### config.mk
export PLATFORM = sky130hd
export DESIGN_NAME = dcache
export DESIGN_NICKNAME = d
export VERILOG_FILES = /design/src/rtl/dcache_pkg.sv /design/src/rtl/dcache_array.sv /design/src/rtl/dcache.sv
export SDC_FILE = /design/constraint.sdc
export NUM_CORES = 2
export LEC_CHECK = 0
export BUFFER_PORTS_ARGS = -buffer_cell sky130_fd_sc_hd__clkbuf_2
export CAP_MARGIN = 15
export CORE_ASPECT_RATIO = 1.25
export CORE_MARGIN = 2
export CORE_UTILIZATION = 45
export CTS_BUF_LIST = sky130_fd_sc_hd__clkbuf_2 sky130_fd_sc_hd__clkbuf_4 sky130_fd_sc_hd__clkbuf_8
export DETAILED_ROUTE_END_ITERATION = 12
export PLACE_DENSITY_LB_ADDON = 0.3
export REMOVE_ABC_BUFFERS = 1
export SETUP_SLACK_MARGIN = 0.5
export SYNTH_ARGS = -nofsm -noshare
export SYNTH_HDL_FRONTEND = slang
export SYNTH_SLANG_ARGS = --single-unit
### constraint.sdc
create_clock -name clk -period 7.7 [get_ports clk]
set_clock_uncertainty 0.15 [all_clocks]
set_input_delay 0.77 -clock clk [delete_from_list [all_inputs] [get_ports clk]]
set_output_delay 0.77 -clock clk [all_outputs]
set_load 0.03 [all_outputs]
### src/rtl/dcache_pkg.sv
// dcache_pkg: field widths and FSM state encoding shared by the data cache
package dcache_pkg;
  localparam int TAG_W = 25;
  localparam int IDX_W = 3;
  localparam int OFF_W = 2;
  localparam int LINE_W = 128;
  typedef enum logic [1:0] {IDLE, WRITEBACK, ALLOCATE} state_t;
endpackage

### src/rtl/dcache_array.sv
// dcache_array: tag/valid/dirty/data storage, one write port, asynchronous read
module dcache_array
  import dcache_pkg::*;
#(
  parameter int NUM_BLOCKS = 8,
  parameter int WORDS_PER_BLOCK = 4
) (
  input  logic              clk,
  input  logic              rst_n,
  input  logic [IDX_W-1:0]  idx,
  input  logic              we,
  input  logic              wdirty,
  input  logic [TAG_W-1:0]  wtag,
  input  logic [LINE_W-1:0] wline,
  output logic              rvalid,
  output logic              rdirty,
  output logic [TAG_W-1:0]  rtag,
  output logic [LINE_W-1:0] rline
);
  logic [NUM_BLOCKS-1:0] valid, dirty;
  logic [TAG_W-1:0] tags [NUM_BLOCKS];
  logic [WORDS_PER_BLOCK*32-1:0] data [NUM_BLOCKS];
  always_ff @(posedge clk) begin
    if (!rst_n) begin
      valid <= '0;
      dirty <= '0;
      for (int i = 0; i < NUM_BLOCKS; i++) begin
        tags[i] <= '0;
        data[i] <= '0;
      end
    end else if (we) begin
      valid[idx] <= 1'b1;
      dirty[idx] <= wdirty;
      tags[idx] <= wtag;
      data[idx] <= wline;
    end
  end
  assign rvalid = valid[idx];
  assign rdirty = dirty[idx];
  assign rtag = tags[idx];
  assign rline = data[idx];
endmodule

### src/rtl/dcache.sv
// dcache: direct-mapped write-back/write-allocate data cache with 0-cycle read hits
module dcache
  import dcache_pkg::*;
#(
  parameter int NUM_BLOCKS = 8,
  parameter int WORDS_PER_BLOCK = 4
) (
  input  logic              clk,
  input  logic              rst_n,
  input  logic              proc_read,
  input  logic              proc_write,
  input  logic [29:0]       proc_addr,
  input  logic [31:0]       proc_wdata,
  output logic [31:0]       proc_rdata,
  output logic              proc_stall,
  output logic              mem_read,
  output logic              mem_write,
  output logic [27:0]       mem_addr,
  output logic [LINE_W-1:0] mem_wdata,
  input  logic [LINE_W-1:0] mem_rdata,
  input  logic              mem_ready
);
  state_t state, nxt;
  logic [TAG_W-1:0] tag, rtag;
  logic [IDX_W-1:0] idx;
  logic [OFF_W-1:0] off;
  logic [LINE_W-1:0] rline, wline;
  logic rvalid, rdirty, req, hit, we;
  assign tag = proc_addr[29:5];
  assign idx = proc_addr[4:2];
  assign off = proc_addr[1:0];
  assign req = proc_read | proc_write;
  assign hit = req && state == IDLE && rvalid && rtag == tag;
  assign proc_stall = state != IDLE || (req && !hit);
  assign proc_rdata = hit && !proc_write ? rline[{off, 5'd0} +: 32] : '0;
  assign we = (hit && proc_write) || (state == ALLOCATE && mem_ready);
  always_comb begin
    wline = rline;
    wline[{off, 5'd0} +: 32] = proc_wdata;
    wline = state == ALLOCATE ? mem_rdata : wline;
  end
  always_comb begin
    nxt = state == IDLE ? (req && !hit ? (rvalid && rdirty ? WRITEBACK : ALLOCATE) : IDLE)
        : !mem_ready ? state
        : state == WRITEBACK ? ALLOCATE : IDLE;
  end
  // request lines are registered copies of the next state, so they drop the cycle after mem_ready
  always_ff @(posedge clk) begin
    if (!rst_n) begin
      state <= IDLE;
      mem_read <= 1'b0;
      mem_write <= 1'b0;
      mem_addr <= '0;
      mem_wdata <= '0;
    end else begin
      state <= nxt;
      mem_read <= nxt == ALLOCATE;
      mem_write <= nxt == WRITEBACK;
      if (state == IDLE && nxt == WRITEBACK) begin
        mem_addr <= {rtag, idx};
        mem_wdata <= rline;
      end else if (state != ALLOCATE && nxt == ALLOCATE) begin
        mem_addr <= proc_addr[29:2];
      end
    end
  end
  dcache_array #(.NUM_BLOCKS(NUM_BLOCKS), .WORDS_PER_BLOCK(WORDS_PER_BLOCK)) u_array (
    .clk(clk),
    .rst_n(rst_n),
    .idx(idx),
    .we(we),
    .wdirty(state == IDLE),
    .wtag(tag),
    .wline(wline),
    .rvalid(rvalid),
    .rdirty(rdirty),
    .rtag(rtag),
    .rline(rline)
  );
endmodule

==> impl_metrics.yaml <==
sta:
  setup_tns_ns: 0
  final_period_minus_worst_setup_slack_ns: 6.05
  rsz_0062_raised_after_global_routing: "false"
  fin_hold_ws_ns: 0.0919
  fmaxAchievable_mhz: 165
  timing.final.max_slew_violations: 0
  setup_viol: 0
  final_min_period_over_clock_period_pct: 78.6
  max_slew_margin_pct: 18.0
  finalHoldViolCount: 0
  worst_slew_pin_slew_ns: 1.23
critical_path:
  timing.critical_path.from: "proc_addr[4]"
  critical_path_required_ns: 6.78
  cp-endpoint: "proc_rdata[23]"
  r2r.worst_path.cells: 10
  rr_startpoint: "u_array.tags[6][1]"
  r2r-end: "u_array.data[3][15]"
  timing.critical_path.fanout_max: 50
  worst-r2r-setup-slack_ns: 2.54
  setup_crit_end_kind: "primary output"
  data_arrival_time_of_the_critical_path_ns: 5.13
  worst-setup-path-type: "input port to primary output"
  start_kind: "input port"
clocking:
  tritoncts_num_sinks: 1400
  cts_made_buffers: 211
  post_cts.resized_instances: 0
  post-cts-setup-buffers: 0
  deepest_level_of_the_cts_h_tree: 4
  cts_root_buffer: "sky130_fd_sc_hd__clkbuf_8"
  worstSkewPairLatency_ns: 0.96
  clk_transition_reported_paths_ns: 0.07
  clockBufferDepth: 3
  cts_tree: "done"
detailed_routing:
  dr_total_vias: 42600
  routedWlPerCell_um: 27.3
  wirelength_um: 192000
  first_pass_detailed_route_iteration_total: 6
  detail-route-antenna-nets: 0
  drtIter0Drc: 5069
  drc: 0
  via_per_inst: 6.06
grt:
  grt_start_max_net_pins: 133
  grt_overflow_total: 0
  grt_pass1_vias: 42000
  grt_antenna_before_repair: 4
  grt_first_pass_wirelength_um: 278000
  grtUsageTotal_pct: 27.4
placement:
  place.gp.congestion: 0.800
  io_buffer_count: 385
  place.detailed.hpwl_um: 102000
  dpl_cell_area_um2: 63400
floorplan:
  chipWidth_um: 332
  floorplan.rows: 150
  dieHeight_um: 413
  num_io_pins: 386
  initial_utilization_pct: 45.2
  die-area_um2: 137000
  core_area_um2: 133000
power_and_ir_drop:
  power.density_cell_area_nw_per_um2: 242
  max-vdd-ir-drop_mv: 0.125
  p_leak_nw: 23.8
  total_power_mw: 16.4
synth:
  synth.distinct_cells: 65
  netlist_area_um2: 60400
  synth.most_common_cell: "sky130_fd_sc_hd__edfxtp_1"
  synth.top_cells.by_area: "sky130_fd_sc_hd__edfxtp_1 (61%), sky130_fd_sc_hd__nor2_1 (7.5%), sky130_fd_sc_hd__dfxtp_1 (5.8%)"
  ys.flop_type: "sky130_fd_sc_hd__edfxtp_1"
  netlist.top_cell.by_area: "sky130_fd_sc_hd__edfxtp_1"
  ys_top_cells_by_count: "sky130_fd_sc_hd__edfxtp_1 (1224), sky130_fd_sc_hd__nor2_1 (1211), sky130_fd_sc_hd__a22oi_1 (427)"
  ys_seq_area_share_pct: 66.7
  postSynthCellCount: 4793
  postSynthAreaPerCell_um2: 12.6
  yosysTopAreaCellShare_pct: 60.9
  synthArstFlopShare_pct: 0
  synth-warning-count: 0
  synth-edff-count: 1224
  synth.ff_latch_count: 1400
layout:
  drive_gt1_share_pct: 17.8
  final_core_util_pct: 50.9
  design.final.nets: 5283
  flow.area_growth_from_synthesis_pct: 12.6
  finish.instance_area_um2: 68000
hold_path:
  hold_path.startpoint: "proc_addr[24]"
  worstHoldPathType: "input port to flip-flop"
run_status:
  status: "finished, final reports clean"
run:
  maxCapViolCount: 0
how the worst min path moves through the flow:
stage                            end  slack (ns)  cells past startpoint
floorplan           u_array.valid[3]        0.27                      2
global placement    u_array.valid[2]        0.28                      2
detailed placement  u_array.valid[1]        0.28                      2
CTS                     mem_addr[27]       0.008                      3
global route            mem_addr[27]        0.06                      3
finish                  mem_addr[22]        0.09                      3
power by group:
part	switching (mW)	internal (mW)	total, mW	leakage, nW
Combinational	1.09	0.394	1.49	7.31
Sequential	0.0852	8.51	8.60	14.1
Clock	3.03	3.32	6.35	2.33
layout by cell type (no fill, tap or decap), types with 35 or more instances in the layout:
cell type / synthesis / final
sky130_fd_sc_hd__a211oi_1: 130 / 130
sky130_fd_sc_hd__a21oi_1: 36 / 35
sky130_fd_sc_hd__a221oi_1: 41 / 41
sky130_fd_sc_hd__a22o_1: 42 / 42
sky130_fd_sc_hd__a22oi_1: 427 / 427
sky130_fd_sc_hd__and2_1: 199 / 196
sky130_fd_sc_hd__and3_1: 48 / 48
sky130_fd_sc_hd__and4_1: 84 / 84
sky130_fd_sc_hd__buf_4: 7 / 56
sky130_fd_sc_hd__clkbuf_2: 0 / 381
sky130_fd_sc_hd__clkbuf_4: 0 / 76
sky130_fd_sc_hd__clkbuf_8: 0 / 224
sky130_fd_sc_hd__clkinv_1: 1 / 46
sky130_fd_sc_hd__dfxtp_1: 176 / 176
sky130_fd_sc_hd__edfxtp_1: 1224 / 1224
sky130_fd_sc_hd__mux2i_1: 88 / 88
sky130_fd_sc_hd__mux4_2: 54 / 54
sky130_fd_sc_hd__nand2_1: 193 / 185
sky130_fd_sc_hd__nor2_1: 1211 / 1207
sky130_fd_sc_hd__o211ai_1: 130 / 130
sky130_fd_sc_hd__o21ai_1: 127 / 127
flip-flops by register name (all words and copies together), names as in the netlist:
name	count
u_array.tags	200
mem_wdata	128
state	2
u_array.data	1024
u_array.valid	8
mem_addr	28
mem_write	1
mem_read	1
u_array.dirty	8
layout make-up:
type | instances | area [µm²]
fillers | 11500 | 65500
flip-flops and latches | 1400 | 40300
multi-input cells | 2970 | 17900
clock buffers | 300 | 3650
repair buffers | 491 | 3190
well taps | 1748 | 2190
clock inverters | 100 | 723
inverters | 9 | 40.0
diodes | 5 | 12.5
critical path, cell delays in order:
cell and delay (ns):
sky130_fd_sc_hd__buf_4 0.65, sky130_fd_sc_hd__buf_4 0.52, sky130_fd_sc_hd__nor2b_1 0.36, sky130_fd_sc_hd__a22o_1 0.25, sky130_fd_sc_hd__nor3_1 0.06, sky130_fd_sc_hd__nor4b_1 0.42, sky130_fd_sc_hd__and4_1 0.30, sky130_fd_sc_hd__nand4_4 0.21
sky130_fd_sc_hd__nand2b_2 0.59, sky130_fd_sc_hd__buf_4 0.46, sky130_fd_sc_hd__nor2_1 0.21, sky130_fd_sc_hd__clkbuf_2 0.23
metrics by stage:
step	worst slack, ns	cells
3_3_place_gp	1.34	6601
4_1_cts	1.64	7018
2_1_floorplan	-6.29	4379
3_5_place_dp	1.34	6601
6_report	1.65	7023
5_1_grt	1.43	7020
cells by family (layout without fill, tap and decap cells):
family          after synthesis  after routing  synth area share, %
flops                      1400           1400                 66.7
mux                         147            147                 3.59
compound gates              996            996                 11.9
simple gates               1804           1804                 13.4
buf+inv                     423            900                 3.94
xor+xnor                     18             18                0.261
fa+ha+maj                     5              5                0.104
other cells                   0              5                    0
metal layers:
| metal | up-vias | track usage [%] | share of wire [%] |
|---|---|---|---|
| li1 | 18500 | - | - |
| met5 | - | 0 | 0.0068 |
| met2 | 2403 | 45.9 | 48 |
| met3 | 356 | 5.04 | 9.3 |
| met4 | 2 | 10.3 | 3.2 |
| met1 | 21400 | 35.7 | 39 |
repair_timing:
action                                  in CTS  in global routing
endpoints found under the setup margin       0                  0
endpoints found under the hold margin       17                  0
hold buffers                                17                  0
No activity file was read; power rests on OpenSTA's default activity.
